## config.mk

```make
export PLATFORM = sky130hd
export DESIGN_NAME = work_packet_assembler
export DESIGN_NICKNAME = d
export VERILOG_FILES = /design/src/rtl/work_packet_assembler.sv
export SDC_FILE = /design/constraint.sdc
export NUM_CORES = 2
export LEC_CHECK = 0
export CAP_MARGIN = 10
export CORE_UTILIZATION = 46
export CTS_BUF_LIST = sky130_fd_sc_hd__clkbuf_2
export CTS_CLUSTER_DIAMETER = 50
export CTS_CLUSTER_SIZE = 12
export DETAILED_ROUTE_END_ITERATION = 12
export GPL_TIMING_DRIVEN = 0
export PLACE_DENSITY = 0.64
export REMOVE_ABC_BUFFERS = 1
export SYNTH_ARGS = -nofsm -noshare
export SYNTH_HDL_FRONTEND = slang
export SYNTH_SLANG_ARGS = --single-unit
```

## constraint.sdc

```tcl
create_clock -name clk -period 67.8 [get_ports clk]
set_input_delay 13.56 -clock clk [delete_from_list [all_inputs] [get_ports clk]]
set_output_delay 13.56 -clock clk [all_outputs]
set_load 0.005 [all_outputs]
```

## src/rtl/work_packet_assembler.sv

```systemverilog
// Assembles 64-byte UART work packets into midstate/data2 and pulses start on completion.
// Optional PACKET_CHECKSUM_EN: a 65th XOR checksum byte (XOR of bytes 0..63 ^ 8'h5A) gates the commit.
module work_packet_assembler #(
    parameter int PACKET_BYTES   = 64,
    parameter int TIMEOUT_CYCLES = 1000000,
    parameter int ERR_CNT_W      = 8
) (
    input  logic                 clk,
    input  logic                 reset,
    input  logic [7:0]           rx_data,
    input  logic                 rx_valid,
    output logic [255:0]         midstate,
    output logic [255:0]         data2,
    output logic                 start,
    output logic                 rx_busy,
    output logic [ERR_CNT_W-1:0] err_count
);

    // state | meaning
    // IDLE  | no partial packet held, byte_cnt = 0
    // RECV  | bytes 1..63 being collected, inter-byte timer running
    // CSUM  | all 64 bytes held, waiting for the checksum byte
    typedef enum logic [1:0] {IDLE, RECV, CSUM} state_t;

    localparam int TO_W = (TIMEOUT_CYCLES > 2) ? $clog2(TIMEOUT_CYCLES) : 1;
    localparam logic [TO_W-1:0] TO_LAST = TO_W'(TIMEOUT_CYCLES - 1);

    state_t          state, state_nxt;
    logic [6:0]      byte_cnt, byte_cnt_nxt;
    logic [TO_W-1:0] tcnt, tcnt_nxt;
    logic [511:0]    shadow, shadow_nxt;
    logic            commit, discard;
`ifdef PACKET_CHECKSUM_EN
    logic [7:0]      csum, csum_nxt;
`endif

    always_comb begin
        state_nxt    = state;
        byte_cnt_nxt = byte_cnt;
        tcnt_nxt     = tcnt;
        shadow_nxt   = shadow;
        commit       = 1'b0;
        discard      = 1'b0;
`ifdef PACKET_CHECKSUM_EN
        csum_nxt     = csum;
`endif
        case (state)
            IDLE: begin
                if (rx_valid) begin
                    shadow_nxt[7:0] = rx_data;
`ifdef PACKET_CHECKSUM_EN
                    csum_nxt        = rx_data;
`endif
                    byte_cnt_nxt    = 7'd1;
                    tcnt_nxt        = '0;
                    state_nxt       = RECV;
                end
            end
            RECV, CSUM: begin
                if (rx_valid) begin
                    // a byte landing on the last timer count is still in time
                    tcnt_nxt = '0;
                    if (state == CSUM) begin
                        byte_cnt_nxt = '0;
                        state_nxt    = IDLE;
`ifdef PACKET_CHECKSUM_EN
                        commit       = (rx_data == (csum ^ 8'h5A));
                        discard      = !commit;
`endif
                    end else begin
                        shadow_nxt[int'(byte_cnt[5:0])*8 +: 8] = rx_data;
`ifdef PACKET_CHECKSUM_EN
                        csum_nxt = csum ^ rx_data;
`endif
                        if (byte_cnt == 7'(PACKET_BYTES - 1)) begin
`ifdef PACKET_CHECKSUM_EN
                            byte_cnt_nxt = byte_cnt + 7'd1;
                            state_nxt    = CSUM;
`else
                            byte_cnt_nxt = '0;
                            state_nxt    = IDLE;
                            commit       = 1'b1;
`endif
                        end else begin
                            byte_cnt_nxt = byte_cnt + 7'd1;
                        end
                    end
                end else if (tcnt == TO_LAST) begin
                    byte_cnt_nxt = '0;
                    tcnt_nxt     = '0;
                    state_nxt    = IDLE;
                    discard      = 1'b1;
                end else begin
                    tcnt_nxt = tcnt + TO_W'(1);
                end
            end
            default: state_nxt = IDLE;
        endcase
    end

    always_ff @(posedge clk or posedge reset) begin
        if (reset) begin
            state     <= IDLE;
            byte_cnt  <= '0;
            tcnt      <= '0;
            shadow    <= '0;
            midstate  <= '0;
            data2     <= '0;
            start     <= 1'b0;
            rx_busy   <= 1'b0;
            err_count <= '0;
`ifdef PACKET_CHECKSUM_EN
            csum      <= '0;
`endif
        end else begin
            state    <= state_nxt;
            byte_cnt <= byte_cnt_nxt;
            tcnt     <= tcnt_nxt;
            shadow   <= shadow_nxt;
            start    <= commit;
            rx_busy  <= (byte_cnt_nxt != 7'd0);
`ifdef PACKET_CHECKSUM_EN
            csum     <= csum_nxt;
`endif
            // shadow_nxt already holds the final byte, so commit costs no extra cycle
            if (commit) begin
                midstate <= shadow_nxt[255:0];
                data2    <= shadow_nxt[511:256];
            end
            if (discard && (err_count != {ERR_CNT_W{1'b1}})) begin
                err_count <= err_count + ERR_CNT_W'(1);
            end
        end
    end

endmodule

```

==> results.md <==
- Status: complete, no violations
- Die width: ~300 um
- EDFF count, synth: 0
- Post-CTS Setup Bufs: 0
- Share of cells above drive strength 1: 0.1645
- Worst slew pin tran: approximately 1300 ps
- Post-Synthesis Cells: approximately 3.7k
- WHS: approximately 390 ps
- Min Tclk post-route: roughly 16000 ps
- Core ar.: around 89000 um^2
- Final Cycle Share: 0.2416
- Slew Viols, Final: 0
- Setup Total Neg Slack: 0 ps
- Leak: about 25 nW
- Slowest cell on crit path: clkdlybuf4s50_1
- CP Max Fanout: 135
- CTS tree: done
- GP Congestion: roughly 0.83
- Initial DRC count: 1956
- Die Y: between 300 and 400 um
- WS Path Type: input pin to flip-flop
- Max-cap violations: 0
- Layout Utilization: 0.5579
- Post-cts sizing count: 0
- Setup violators final: 0
- Via-to-Cell Ratio: about 5.2
- Synth Cell Area: 41460 um^2
- IO Count: 533
- DR pass1 iterations: 5
- DRC: 0
- Post-route ant nets: 0
- Post-synth top area cell: dfrtp_1
- FP Rows: roughly 110
- Buffers on Ports: about 530
- Count leader, synth: nand2_1
- Rel. slew slack: 0.1167
- Netlist cell types: between 60 and 70
- Syn Area/Cell: approximately 11 um^2
- Num CTS Buffers: between 100 and 150
- Worst skew pair latency: around 1400 ps
- Maximum VDD drop: roughly 21 uV
- Type of the most critical hold path: flip-flop to flip-flop
- Largest net degree at the start of global routing: 146
- Worst Skew: 125.9 ps
- Initial antenna violation count: 5
- WL per Instance: roughly 22 um
- Layout Nets: 4244
- CP Capture Type: flip-flop
- Number of global-route vias before repair: between 20k and 30k
- Congestion Overflow GR: 0
- Initial Utilization: 0.4670
- Crit path DAT: about 18000 ps
- # H-tree levels: 3
- CTS Buffer Depth: 3
- Via count: approximately 29k
- Hold bufs inserted after CTS: 0
- FMAX: 61.04 MHz
- Sequential area share after synthesis: 0.6410
- Register bit count reported by yosys: roughly 1.1k
- Reg clk slew, reported paths: about 210 ps
- Final hold vios: 0
- CTS root buf: clkbuf_2
- First-pass GRT wire length: 178700 um
- Synth top area cells: dfrtp_1 64%, mux2_2 12%, nand2_1 12%, o21ai_0 2.2%, clkbuf_1 1.6%
- Syn. warnings: 0
- Routed WL: roughly 120000 um
- Worst-path cell chain: clkdlybuf4s50_1, and2_1, nand2_4, buf_12, buf_12, inv_8, buf_16, buf_16, mux2_2
- Hpwl dp: between 70000 and 80000 um
- Critical Path Max Stage Delay: 950 ps
- Critical path startpoint category: input pin
- Async SR Flop Fraction: 1.000
- GRT Overall Usage: 0.2593
- CP Data Required Time: ~69000 ps
- Top cells by count, synth: 1322 x nand2_1, 1062 x dfrtp_1, 444 x mux2_2, 186 x o21ai_0, 172 x clkbuf_1
- Die area: ~91000 um^2
- P per Cell Area: 24.31 nW/um^2
- Sink Count: ~1.1k
- RSZ-0062 raised after global routing: false
- Ys flop type: dfrtp_1
- Top-area cell type share of the netlist area: 0.6410
- Area Overhead vs Synth: 19.46%
[metal layers]
metal	global-route usage	vias up	wire, um	share of wire
met1	0.3533	14550	51370	0.44
li1	-	13310	-	-
met2	0.4123	669	55420	0.47
met3	0.06665	184	7614	0.065
met4	0.07035	0	3326	0.028
met5	0	-	0	0
[metrics by stage]
stage	instance area [um^2]	std cells	worst slack, ps	total power, W
global placement	47480	5242	11400	0.0008801
detailed placement	48270	5274	49910	0.0008988
floorplan	40700	3545	24350	0.0008070
finish	49530	5470	51420	0.001204
CTS	49510	5462	51390	0.001217
global route	49530	5468	51160	0.001259
[report_power, final]
part | leakage (nW) | switching [W] | internal (W)
Sequential | 14.7 | 0.0000221 | 0.000670
Combinational | 9.30 | 0.000138 | 0.0000555
Clock | 0.842 | 0.000221 | 0.0000974
[placed cells by master, fill, tap and decap left out, types with 11 or more instances in the layout]
| cell type | instances |
|---|---|
| a31oi_1 | 25 |
| nand2_1 | 1320 |
| nor2_1 | 128 |
| clkdlybuf4s50_1 | 524 |
| inv_1 | 40 |
| nor3_1 | 29 |
| buf_16 | 19 |
| mux2_2 | 444 |
| and2_1 | 16 |
| a22o_1 | 11 |
| nand4_1 | 16 |
| clkinv_2 | 14 |
| clkinv_1 | 16 |
| o21ai_0 | 186 |
| nand2b_1 | 15 |
| nand3_1 | 51 |
| clkbuf_2 | 133 |
| a21oi_1 | 18 |
| mux2i_1 | 18 |
| o31ai_1 | 12 |
| dfrtp_1 | 1062 |
[cell type report]
type / count / area [um^2]
diodes: 7 / 17.52
clock buffers: 133 / 665.6
clock inverters: 55 / 570.5
fillers: 7807 / 39250
inverters: 45 / 183.9
multi-input cells: 2438 / 14080
flip-flops and latches: 1062 / 26580
well taps: 1165 / 1458
repair buffers: 565 / 5978
[worst max-delay path, delay by kind of cell]
family	cells	cell delay, ps
buf+inv	6	2740
mux	1	410
simple gates	2	790
[path summary, 6_finish.rpt]
check / start / to / slack (ps) / cells past startpoint
worst max-delay path: rx_valid / data2[246] / 51420 / 9
worst max register to register: byte_cnt[2] / midstate[247] / 62710 / 9
worst min register to register: shadow[73] / midstate[73] / 390 / 2
worst min-delay path: shadow[73] / midstate[73] / 390 / 2
min in group asynchronous: reset / data2[27] / 12660 / 2
max in group asynchronous: reset / data2[1] / 52520 / 6
[state kept, by name, indices dropped and copies added (netlist names)]
name       flops
tcnt          20
byte_cnt       7
err_count      8
data2        256
state          1
shadow       512
start          1
rx_busy        1
midstate     256
[logic make-up after synthesis]
family                     Yosys count  share of synthesized area
and+or+nand+nor                   1662                     0.1648
DFF                               1062                     0.6410
muxes                              464                     0.1254
AOI/OAI and AO/OA                  294                    0.04180
buffers and inverters              244                    0.02257
xor gates and xnor gates            13                   0.002927
adders and majority gates            5                   0.001509
(Power assumes the default switching activity.)
